[config.mk]
export PLATFORM = sky130hd
export DESIGN_NAME = register_frame_spill_fill_unit
export DESIGN_NICKNAME = d
export VERILOG_FILES = /design/src/rtl/register_frame_spill_fill_unit.sv
export SDC_FILE = /design/constraint.sdc
export NUM_CORES = 1
export LEC_CHECK = 0
export BUFFER_PORTS_ARGS = -buffer_cell sky130_fd_sc_hd__clkbuf_2
export CAP_MARGIN = 20
export CORE_MARGIN = 2
export CORE_UTILIZATION = 47
export DETAILED_ROUTE_END_ITERATION = 10
export PLACE_DENSITY = 0.78
export SLEW_MARGIN = 20
export SYNTH_ARGS = -nofsm -noshare
export SYNTH_HDL_FRONTEND = slang
export SYNTH_SLANG_ARGS = --single-unit
[constraint.sdc]
create_clock -name clock_i -period 2.04 [get_ports clock_i]
set_input_delay 0.102 -clock clock_i [delete_from_list [all_inputs] [get_ports clock_i]]
set_output_delay 0.102 -clock clock_i [all_outputs]
set_load 0.02 [all_outputs]
[src/rtl/register_frame_spill_fill_unit.sv]
// Maps the call/return frame stack onto NUM_BANKS banks; spills oldest/fills exposed frame via mem port, 2*REGS_PER_BANK+1 cycles each.
// op_ready_o low while spilling/filling. Define FRAME_STACK_ERROR_EN for a sticky error_o on stack over/underflow instead of wrap.
module register_frame_spill_fill_unit #(
  parameter int                NUM_BANKS     = 8,
  parameter int                REGS_PER_BANK = 16,
  parameter int                DATA_W        = 32,
  parameter int                ADDR_W        = 32,
  parameter logic [ADDR_W-1:0] SPILL_BASE    = 32'h0000_F000
) (
  input  logic                              clock_i,
  input  logic                              reset_ni,
  input  logic                              enable_i,
  input  logic [6:0]                        opCode_i,
  output logic                              op_ready_o,
  output logic [5:0]                        regBankSelect_o,
  output logic [$clog2(NUM_BANKS)-1:0]      physBank_o,
  output logic [$clog2(NUM_BANKS):0]        resident_o,
  output logic                              rf_rd_en_o,
  output logic [$clog2(NUM_BANKS)-1:0]      rf_rd_bank_o,
  output logic [$clog2(REGS_PER_BANK)-1:0]  rf_rd_idx_o,
  input  logic [DATA_W-1:0]                 rf_rd_data_i,
  output logic                              rf_wr_en_o,
  output logic [$clog2(NUM_BANKS)-1:0]      rf_wr_bank_o,
  output logic [$clog2(REGS_PER_BANK)-1:0]  rf_wr_idx_o,
  output logic [DATA_W-1:0]                 rf_wr_data_o,
  output logic                              mem_valid_o,
  output logic                              mem_we_o,
  output logic [ADDR_W-1:0]                 mem_addr_o,
  output logic [DATA_W-1:0]                 mem_wdata_o,
  input  logic                              mem_ready_i,
  input  logic                              mem_rvalid_i,
  input  logic [DATA_W-1:0]                 mem_rdata_i
`ifdef FRAME_STACK_ERROR_EN
  ,
  output logic                              error_o
`endif
);
  localparam int LB  = $clog2(NUM_BANKS);
  localparam int LI  = $clog2(REGS_PER_BANK);
  localparam int BSH = $clog2(DATA_W/8);
  localparam logic [LB:0]   RES_FULL = (LB+1)'(NUM_BANKS);
  localparam logic [LB:0]   RES_ONE  = (LB+1)'(1);
  localparam logic [LI-1:0] IDX_ONE  = LI'(1);

  typedef enum logic [2:0] {
    S_IDLE, S_SPILL_RD, S_SPILL_WR, S_FILL_REQ, S_FILL_WAIT, S_COMMIT
  } state_e;

  state_e            state_q, state_d;
  logic [5:0]        top_q, top_d, bottom_q, bottom_d;
  logic [LB:0]       res_q, res_d;
  logic [LI-1:0]     idx_q, idx_d;
  logic              fill_q, fill_d, held_q, held_d;
  logic [DATA_W-1:0] wdata_q, wdata_d;

  logic              is_push, is_pop, accept, push_err, pop_err, last_idx;
  logic [5:0]        fill_frame, xfer_frame;
  logic [ADDR_W-1:0] xfer_addr;

  assign is_push    = (opCode_i == 7'd11) || (opCode_i == 7'd13);
  assign is_pop     = (opCode_i == 7'd12) || (opCode_i == 7'd14);
  assign accept     = enable_i && (state_q == S_IDLE);
  assign last_idx   = (idx_q == '1);
  assign fill_frame = top_q - 6'd1;
  assign xfer_frame = fill_q ? fill_frame : bottom_q;
  // Frame areas are contiguous, so frame*REGS_PER_BANK+idx is a plain concatenation.
  assign xfer_addr  = SPILL_BASE + (ADDR_W'({xfer_frame, idx_q}) << BSH);

`ifdef FRAME_STACK_ERROR_EN
  logic error_q, error_d;
  assign push_err = (top_q == 6'd63);
  assign pop_err  = (top_q == 6'd0);
  assign error_d  = error_q | (accept && ((is_push && push_err) || (is_pop && pop_err)));
  assign error_o  = error_q;

  always_ff @(posedge clock_i or negedge reset_ni) begin
    if (!reset_ni) error_q <= 1'b0;
    else           error_q <= error_d;
  end
`else
  assign push_err = 1'b0;
  assign pop_err  = 1'b0;
`endif

  always_comb begin
    state_d  = state_q;
    top_d    = top_q;
    bottom_d = bottom_q;
    res_d    = res_q;
    idx_d    = idx_q;
    fill_d   = fill_q;
    held_d   = held_q;
    wdata_d  = wdata_q;
    case (state_q)
      S_IDLE: begin
        if (accept && is_push && !push_err) begin
          if (res_q == RES_FULL) begin
            state_d = S_SPILL_RD;
            idx_d   = '0;
            fill_d  = 1'b0;
          end else begin
            top_d = top_q + 6'd1;
            res_d = res_q + RES_ONE;
          end
        end else if (accept && is_pop && !pop_err) begin
          if (res_q != RES_ONE) begin
            top_d = top_q - 6'd1;
            res_d = res_q - RES_ONE;
          end else begin
            state_d = S_FILL_REQ;
            idx_d   = '0;
            fill_d  = 1'b1;
          end
        end
      end
      S_SPILL_RD: state_d = S_SPILL_WR;
      S_SPILL_WR: begin
        // Read data is only valid in the first SPILL_WR cycle; hold it across ready stalls.
        if (!held_q) begin
          wdata_d = rf_rd_data_i;
          held_d  = 1'b1;
        end
        if (mem_ready_i) begin
          held_d  = 1'b0;
          idx_d   = idx_q + IDX_ONE;
          state_d = last_idx ? S_COMMIT : S_SPILL_RD;
        end
      end
      S_FILL_REQ: if (mem_ready_i) state_d = S_FILL_WAIT;
      S_FILL_WAIT: begin
        if (mem_rvalid_i) begin
          idx_d   = idx_q + IDX_ONE;
          state_d = last_idx ? S_COMMIT : S_FILL_REQ;
        end
      end
      S_COMMIT: begin
        state_d = S_IDLE;
        if (fill_q) begin
          top_d    = top_q - 6'd1;
          bottom_d = bottom_q - 6'd1;
        end else begin
          top_d    = top_q + 6'd1;
          bottom_d = bottom_q + 6'd1;
        end
      end
      default: state_d = S_IDLE;
    endcase
  end

  always_ff @(posedge clock_i or negedge reset_ni) begin
    if (!reset_ni) begin
      state_q  <= S_IDLE;
      top_q    <= '0;
      bottom_q <= '0;
      res_q    <= RES_ONE;
      idx_q    <= '0;
      fill_q   <= 1'b0;
      held_q   <= 1'b0;
      wdata_q  <= '0;
    end else begin
      state_q  <= state_d;
      top_q    <= top_d;
      bottom_q <= bottom_d;
      res_q    <= res_d;
      idx_q    <= idx_d;
      fill_q   <= fill_d;
      held_q   <= held_d;
      wdata_q  <= wdata_d;
    end
  end

  assign op_ready_o      = (state_q == S_IDLE);
  assign regBankSelect_o = top_q;
  assign physBank_o      = top_q[LB-1:0];
  assign resident_o      = res_q;

  assign rf_rd_en_o   = (state_q == S_SPILL_RD);
  assign rf_rd_bank_o = rf_rd_en_o ? bottom_q[LB-1:0] : '0;
  assign rf_rd_idx_o  = rf_rd_en_o ? idx_q : '0;

  assign rf_wr_en_o   = (state_q == S_FILL_WAIT) && mem_rvalid_i;
  assign rf_wr_bank_o = rf_wr_en_o ? fill_frame[LB-1:0] : '0;
  assign rf_wr_idx_o  = rf_wr_en_o ? idx_q : '0;
  assign rf_wr_data_o = rf_wr_en_o ? mem_rdata_i : '0;

  assign mem_valid_o = (state_q == S_SPILL_WR) || (state_q == S_FILL_REQ);
  assign mem_we_o    = (state_q == S_SPILL_WR);
  assign mem_addr_o  = mem_valid_o ? xfer_addr : '0;
  assign mem_wdata_o = mem_we_o ? (held_q ? wdata_q : rf_rd_data_i) : '0;
endmodule

# Yosys cells after proc, flatten, opt, wreduce, memory -nomap -nowiden

Cells that the tools add are included.

Flip-flop bits (word level): 57
Latch bits: 0
Memory bits (writable): 0
ROM bits: 0
Memories kept: 0

Add/subtract/negate cells: 8
Multipliers: 0
Div/mod/pow operators: 0
Order comparisons: 0
Equality and inequality tests: 23
Shift operators: 0
Mux-type cells: 42
Bitwise operators: 0
Reduce and logical (&&, ||, !) cells: 17

Operator list:

| operator               | number |
|---|---|
| $mux 32                | 3 |
| $mux 4                 | 12 |
| $mux 6                 | 7 |
| $mux 3                 | 11 |
| $eq 7x4->1 const B     | 4 |
| $add 16x12->17 const A | 1 |
| $mux 17                | 1 |
| $pmux 3 s5             | 1 |
| $add 6x1->6 const B    | 2 |
| $pmux 4 s3             | 1 |
| $pmux 6 s2             | 1 |
| $reduce_and 4->1       | 3 |
| $reduce_and 6->1       | 2 |
| $sub 6x1->6 const B    | 2 |
| $add 4x1->4 const B    | 2 |
| $eq 4x4->1 const B     | 2 |
| $ne 2x2->1 const B     | 4 |
| $eq 3x2->1 const B     | 2 |
| $eq 3x3->1 const B     | 2 |
| $ne 3x1->1 const B     | 2 |
| $ne 3x3->1 const B     | 2 |
| $reduce_bool 2->1      | 3 |
| $mux 1                 | 5 |
| $logic_and 1x1->1      | 4 |
| other kinds (8)        | 11 |

# Depth between registers and ports, before layout

Depth in word-level cells: 6
Depth in mapped cells: 9
Mapped depth without buffers: 7

# Least setup slack after synthesis

No wires, ideal clock.

Path kind: reg2out
Start point: register top_q[2], in the netlist regBankSelect_o[2]
End point: output mem_addr_o[11]
Arrival: 1791 ps
Required time: 1938 ps
Path slack: 147 ps
Cell stages (with the launch flop): 6
Path buffers: 1
Cell sequence: dfrtp_1 clkbuf_1 nor3_2 nor3b_2 xnor2_1 a211oi_1

Longest elaborated chain between the ends: 4

RTL lines:

| what                     | line | RTL |
|---|---|---|
| start: declaration       | 50   | `logic [5:0] top_q, top_d, bottom_q, bottom_d;` |
| start signal: assignment | 162  | `top_q <= top_d;` |
| $sub 6x1->6              | 64   | `assign fill_frame = top_q - 6'd1;` |
| $mux 6                   | 65   | `assign xfer_frame = fill_q ? fill_frame : bottom_q;` |
| $add 16x12->17           | 67   | `assign xfer_addr = SPILL_BASE + (ADDR_W'({xfer_frame, idx_q}) << BSH);` |
| $mux 17                  | 188  | `assign mem_addr_o = mem_valid_o ? xfer_addr : '0;` |
| end: declaration         | 28   | `output logic [ADDR_W-1:0] mem_addr_o,` |

Every way passes these cells.

# Worst setup path after layout

Start point: register top_q[1], in the netlist regBankSelect_o[1]
End point: output mem_addr_o[11]

The elaborated chain is that of the path after synthesis.

==> flow_summary_export.csv <==
group,metric,value,unit
outcome,outcome,"finished clean",
setup_path,crit_buf_inv,1,
setup_path,r2r_end,"bottom_q[5]$_DFFE_PN0P_",
setup_path,reg2regPathDepth,6,
sta,final-max-slew-violation-count,0,
synthesis,synthTopCellsByArea,"dfrtp_1, mux2_4, mux2i_1, and2_1, buf_4",
setup_path,startpoint,"regBankSelect_o[1]$_DFFE_PN0P_",
clock_tree,root_buffer,"clkbuf_8",
routing,dr_total_vias,3668,
sta,period_needed,1.94,ns
setup_path,cp-start-kind,"flop",
setup_path,crit_slowest_cell,"dfrtp_2",
floorplan,core,8720,um2
sta,holdWs,0.0191,ns
global_routing,grt_pass1_wl,17000,um
placed_design,postPlaceCellArea,5140,um2
placed_design,dpl.hpwl,7660,um
routing,routed_wl,10500,um
synthesis,netlist_area,4220,um2
synthesis,synthXorXnorAreaFrac,3.92,%
sta,worst_slew_pin_slew,0.720,ns
clock_tree,cts_buffers,9,
job,drv_cap,0,
synthesis,synth-compound-area-share,7.69,%
global_routing,grt_max_degree,41,
floorplan,die_w,98.7,um
setup_path,worstPathArrival,1.84,ns
global_routing,grt.overflow.total,0,
setup_path,crit_family,"simple AND/OR/NAND/NOR gates",
synthesis,muxShareOfSynthArea,19.8,%
floorplan,initial_utilization,48.4,%
sta,layout_worst_path_cycle_share,95.2,%
pwr,power_density,1470,nW/um2
final_layout,drive_gt1_share,44.8,%
final_layout,syn_to_final_growth,30.2,%
clock_tree,cts_sinks,57,
synthesis,synth_top_cell_area_share,33.2,%
routing,drtIter0Drc,105,
pwr,leakage,2.86,nW
floorplan,fp-row-count,34,
synthesis,synth_top_family_by_area,"simple AND/OR/NAND/NOR gates",
setup_path,crit_fanout,7,
global_routing,grt_pass1_vias,3434,
synthesis,synthSimpleGateAreaFrac,21.8,%
pwr,power_switching,3.64,mW
sta,setup_viol,0,
final_layout,layout_commonest_cell,"clkbuf_2",
setup_path,reg2reg_from,"fill_q$_DFFE_PN0P_",
pwr,combPwrFrac,60.2,%
pwr,p_seq_share,27.6,%
clock_tree,clock_latency,0.34,ns
placed_design,gp_congestion,0.878,
worst_hold_path,min-delay-path-class,"in2reg",
setup_path,worstSetupPathType,"reg2out",
clock_tree,cts_tree,"built",
sta,relSlewSlack,52.0,%
synthesis,syn_avg_cell_area,9.94,um2
final_layout,fin_area,5490,um2
setup_path,path_depth,5,
placed_design,port_buffers,185,
floorplan,ioPinCount,204,
sta,fin_setup_tns,0,ns
pwr,pwr-share-clk,12.1,%
final_layout,fin_nets,698,
clock_tree,path_clk_slew,0.07,ns
synthesis,syn_inst,424,
sta,hold_viol,0,
routing,firstDrtPassIters,4,
synthesis,synth_fa_ha_area_share,3.44,%
floorplan,die-area,9740,um2
synthesis,synthFlopType,"dfrtp_1",
setup_path,cp_cell_sequence,"nor3_4 -> nor3b_4 -> xnor2_1 -> a211oi_2 -> buf_4",
pwr,power.internal,4.40,mW
pwr,ir_drop,0.905,mV
synthesis,synth-seq-area-share,33.9,%
synthesis,async_reset_ff_share,100,%
synthesis,yosys_register_bits,57,
final_layout,fillers,732,
clock_tree,htree_levels,3,
global_routing,antenna_found_initial,0,
pwr,switching_share,45.3,%
synthesis,synth_top_area_cell,"dfrtp_1",
final_layout,num_antenna_cells,0,
sta,maxClockFrequency,515,MHz
setup_path,cpPeakStageDelay,0.48,ns
routing,via_per_inst,5.07,
pwr,power,8.04,mW
routing,ant_nets,0,
synthesis,yosysUniqueCellTypes,69,
setup_path,cp-end-kind,"output pin",
setup_path,critPathCapture,"mem_addr_o[11]",
floorplan,die_h,98.7,um
synthesis,yosys_warnings,0,
routing,drc,0,
setup_path,r2r_slack,0.12,ns
sta,finalClockSkew,0.00655,ns
clock_tree,cts_buffer_depth,2,
routing,wire_per_inst,14.5,um
global_routing,grtUsageTotal,21.1,%
sta,rsz0062_at_grt,"false",
setup_path,required,1.94,ns
final_layout,most-common-layout-cells,"clkbuf_2, dfrtp_1, and2_1",
synthesis,synth_edf_count,0,
[layer usage]
| layer | GRT usage [%] | up-vias | wire length, um |
|---|---|---|---|
| met5 | 0 | - | 0 |
| met3 | 3.76 | 19 | 629 |
| met2 | 32.5 | 137 | 4730 |
| met4 | 7.69 | 0 | 177 |
| met1 | 29.8 | 1740 | 4950 |
| li1 | - | 1772 | - |
[state kept, by name, indices dropped and copies added, names as in the netlist]
register	count
held_q	1
idx_q	4
regBankSelect_o	6
fill_q	1
resident_o	4
state_q	3
bottom_q	6
wdata_q	32
[power groups by stage]
stage | sequential, mW | combinational, mW | clock [mW]
final | 2.22 | 4.85 | 0.974
after global routing | 2.29 | 5.23 | 1.05
after CTS | 2.21 | 4.76 | 0.999
after detailed placement | 2.22 | 4.68 | 0
after global placement | 2.18 | 4.59 | 0
after floorplan | 2.13 | 3.67 | 0
[per-stage QoR]
stage,cells,setup WS (ns),utilization [%]
4_1_cts,721,0.0138,62.3
3_5_place_dp,696,0.0723,58.9
2_1_floorplan,441,0.147,-
6_report,724,0.0969,62.9
5_1_grt,724,0.0102,62.9
3_3_place_gp,696,0.173,58.9
[what timing repair did]
action / in CTS / in global routing
gates resized for setup: 7 / 12
setup endpoints to repair: 35 / 67
endpoints found under the hold margin: 31 / 0
pin swaps: 1 / 1
setup buffers: 1 / 3
hold buffers: 8 / 0
[layout make-up]
type	instances	area [um2]	area share [%]
Multi-Input combinational cell	319	2500	45.5
Sequential cell	57	1430	26.1
Timing Repair Buffer	210	1190	21.6
Clock buffer	11	151	2.76
Tap cell	108	135	2.46
Inverter	14	55.1	1.00
Clock inverter	5	30.0	0.547
[synth_stat cells, drive strengths merged, types with 2 or more instances]
cell type  number
nand3           6
nor2           44
and3            3
ha             10
nor3b           5
nor3            5
a21o            2
o31ai           2
a21boi          2
o21ai          10
nand2b          6
a211oi          8
nor2b           4
and3b           2
nand4           2
dfrtp          56
nand2          15
a31oi           5
mux2           32
xor2            7
o2bb2ai         2
buf            39
o22ai           2
nor4            2
xnor2          11
inv            14
and2           50
mux2i          37
clkbuf         12
a21oi          10
[worst register-to-register path: stages (launching register included)]
cell and delay, ns:
dfrtp_1 0.50, ha_1 0.39, and2_1 0.18, a22o_1 0.22, and4b_1 0.21, nor3_1 0.21, xnor2_1 0.14
[how the worst min path moves through the flow]
stage,startpoint,end,depth (start not counted)
floorplan,reset_ni,bottom_q[0]$_DFFE_PN0P_,0
global placement,reset_ni,wdata_q[11]$_DFFE_PN0P_,1
detailed placement,reset_ni,wdata_q[11]$_DFFE_PN0P_,1
CTS,rf_rd_data_i[18],wdata_q[18]$_DFFE_PN0P_,2
global route,rf_rd_data_i[18],wdata_q[18]$_DFFE_PN0P_,2
finish,rf_rd_data_i[18],wdata_q[18]$_DFFE_PN0P_,2
[cell families (layout without fill, tap and decap cells)]
| kind of cell | Yosys count | in the layout |
|---|---|---|
| flip-flops | 57 | 57 |
| other | 1 | 18 |
| AO/OA/AOI/OAI | 48 | 48 |
| AND/OR/NAND/NOR | 155 | 155 |
| buffers and inverters | 65 | 240 |
| XOR/XNOR | 18 | 18 |
| multiplexers | 69 | 69 |
| adder cells (fa/ha/maj) | 11 | 11 |
Power figures use the tool's default switching activity.
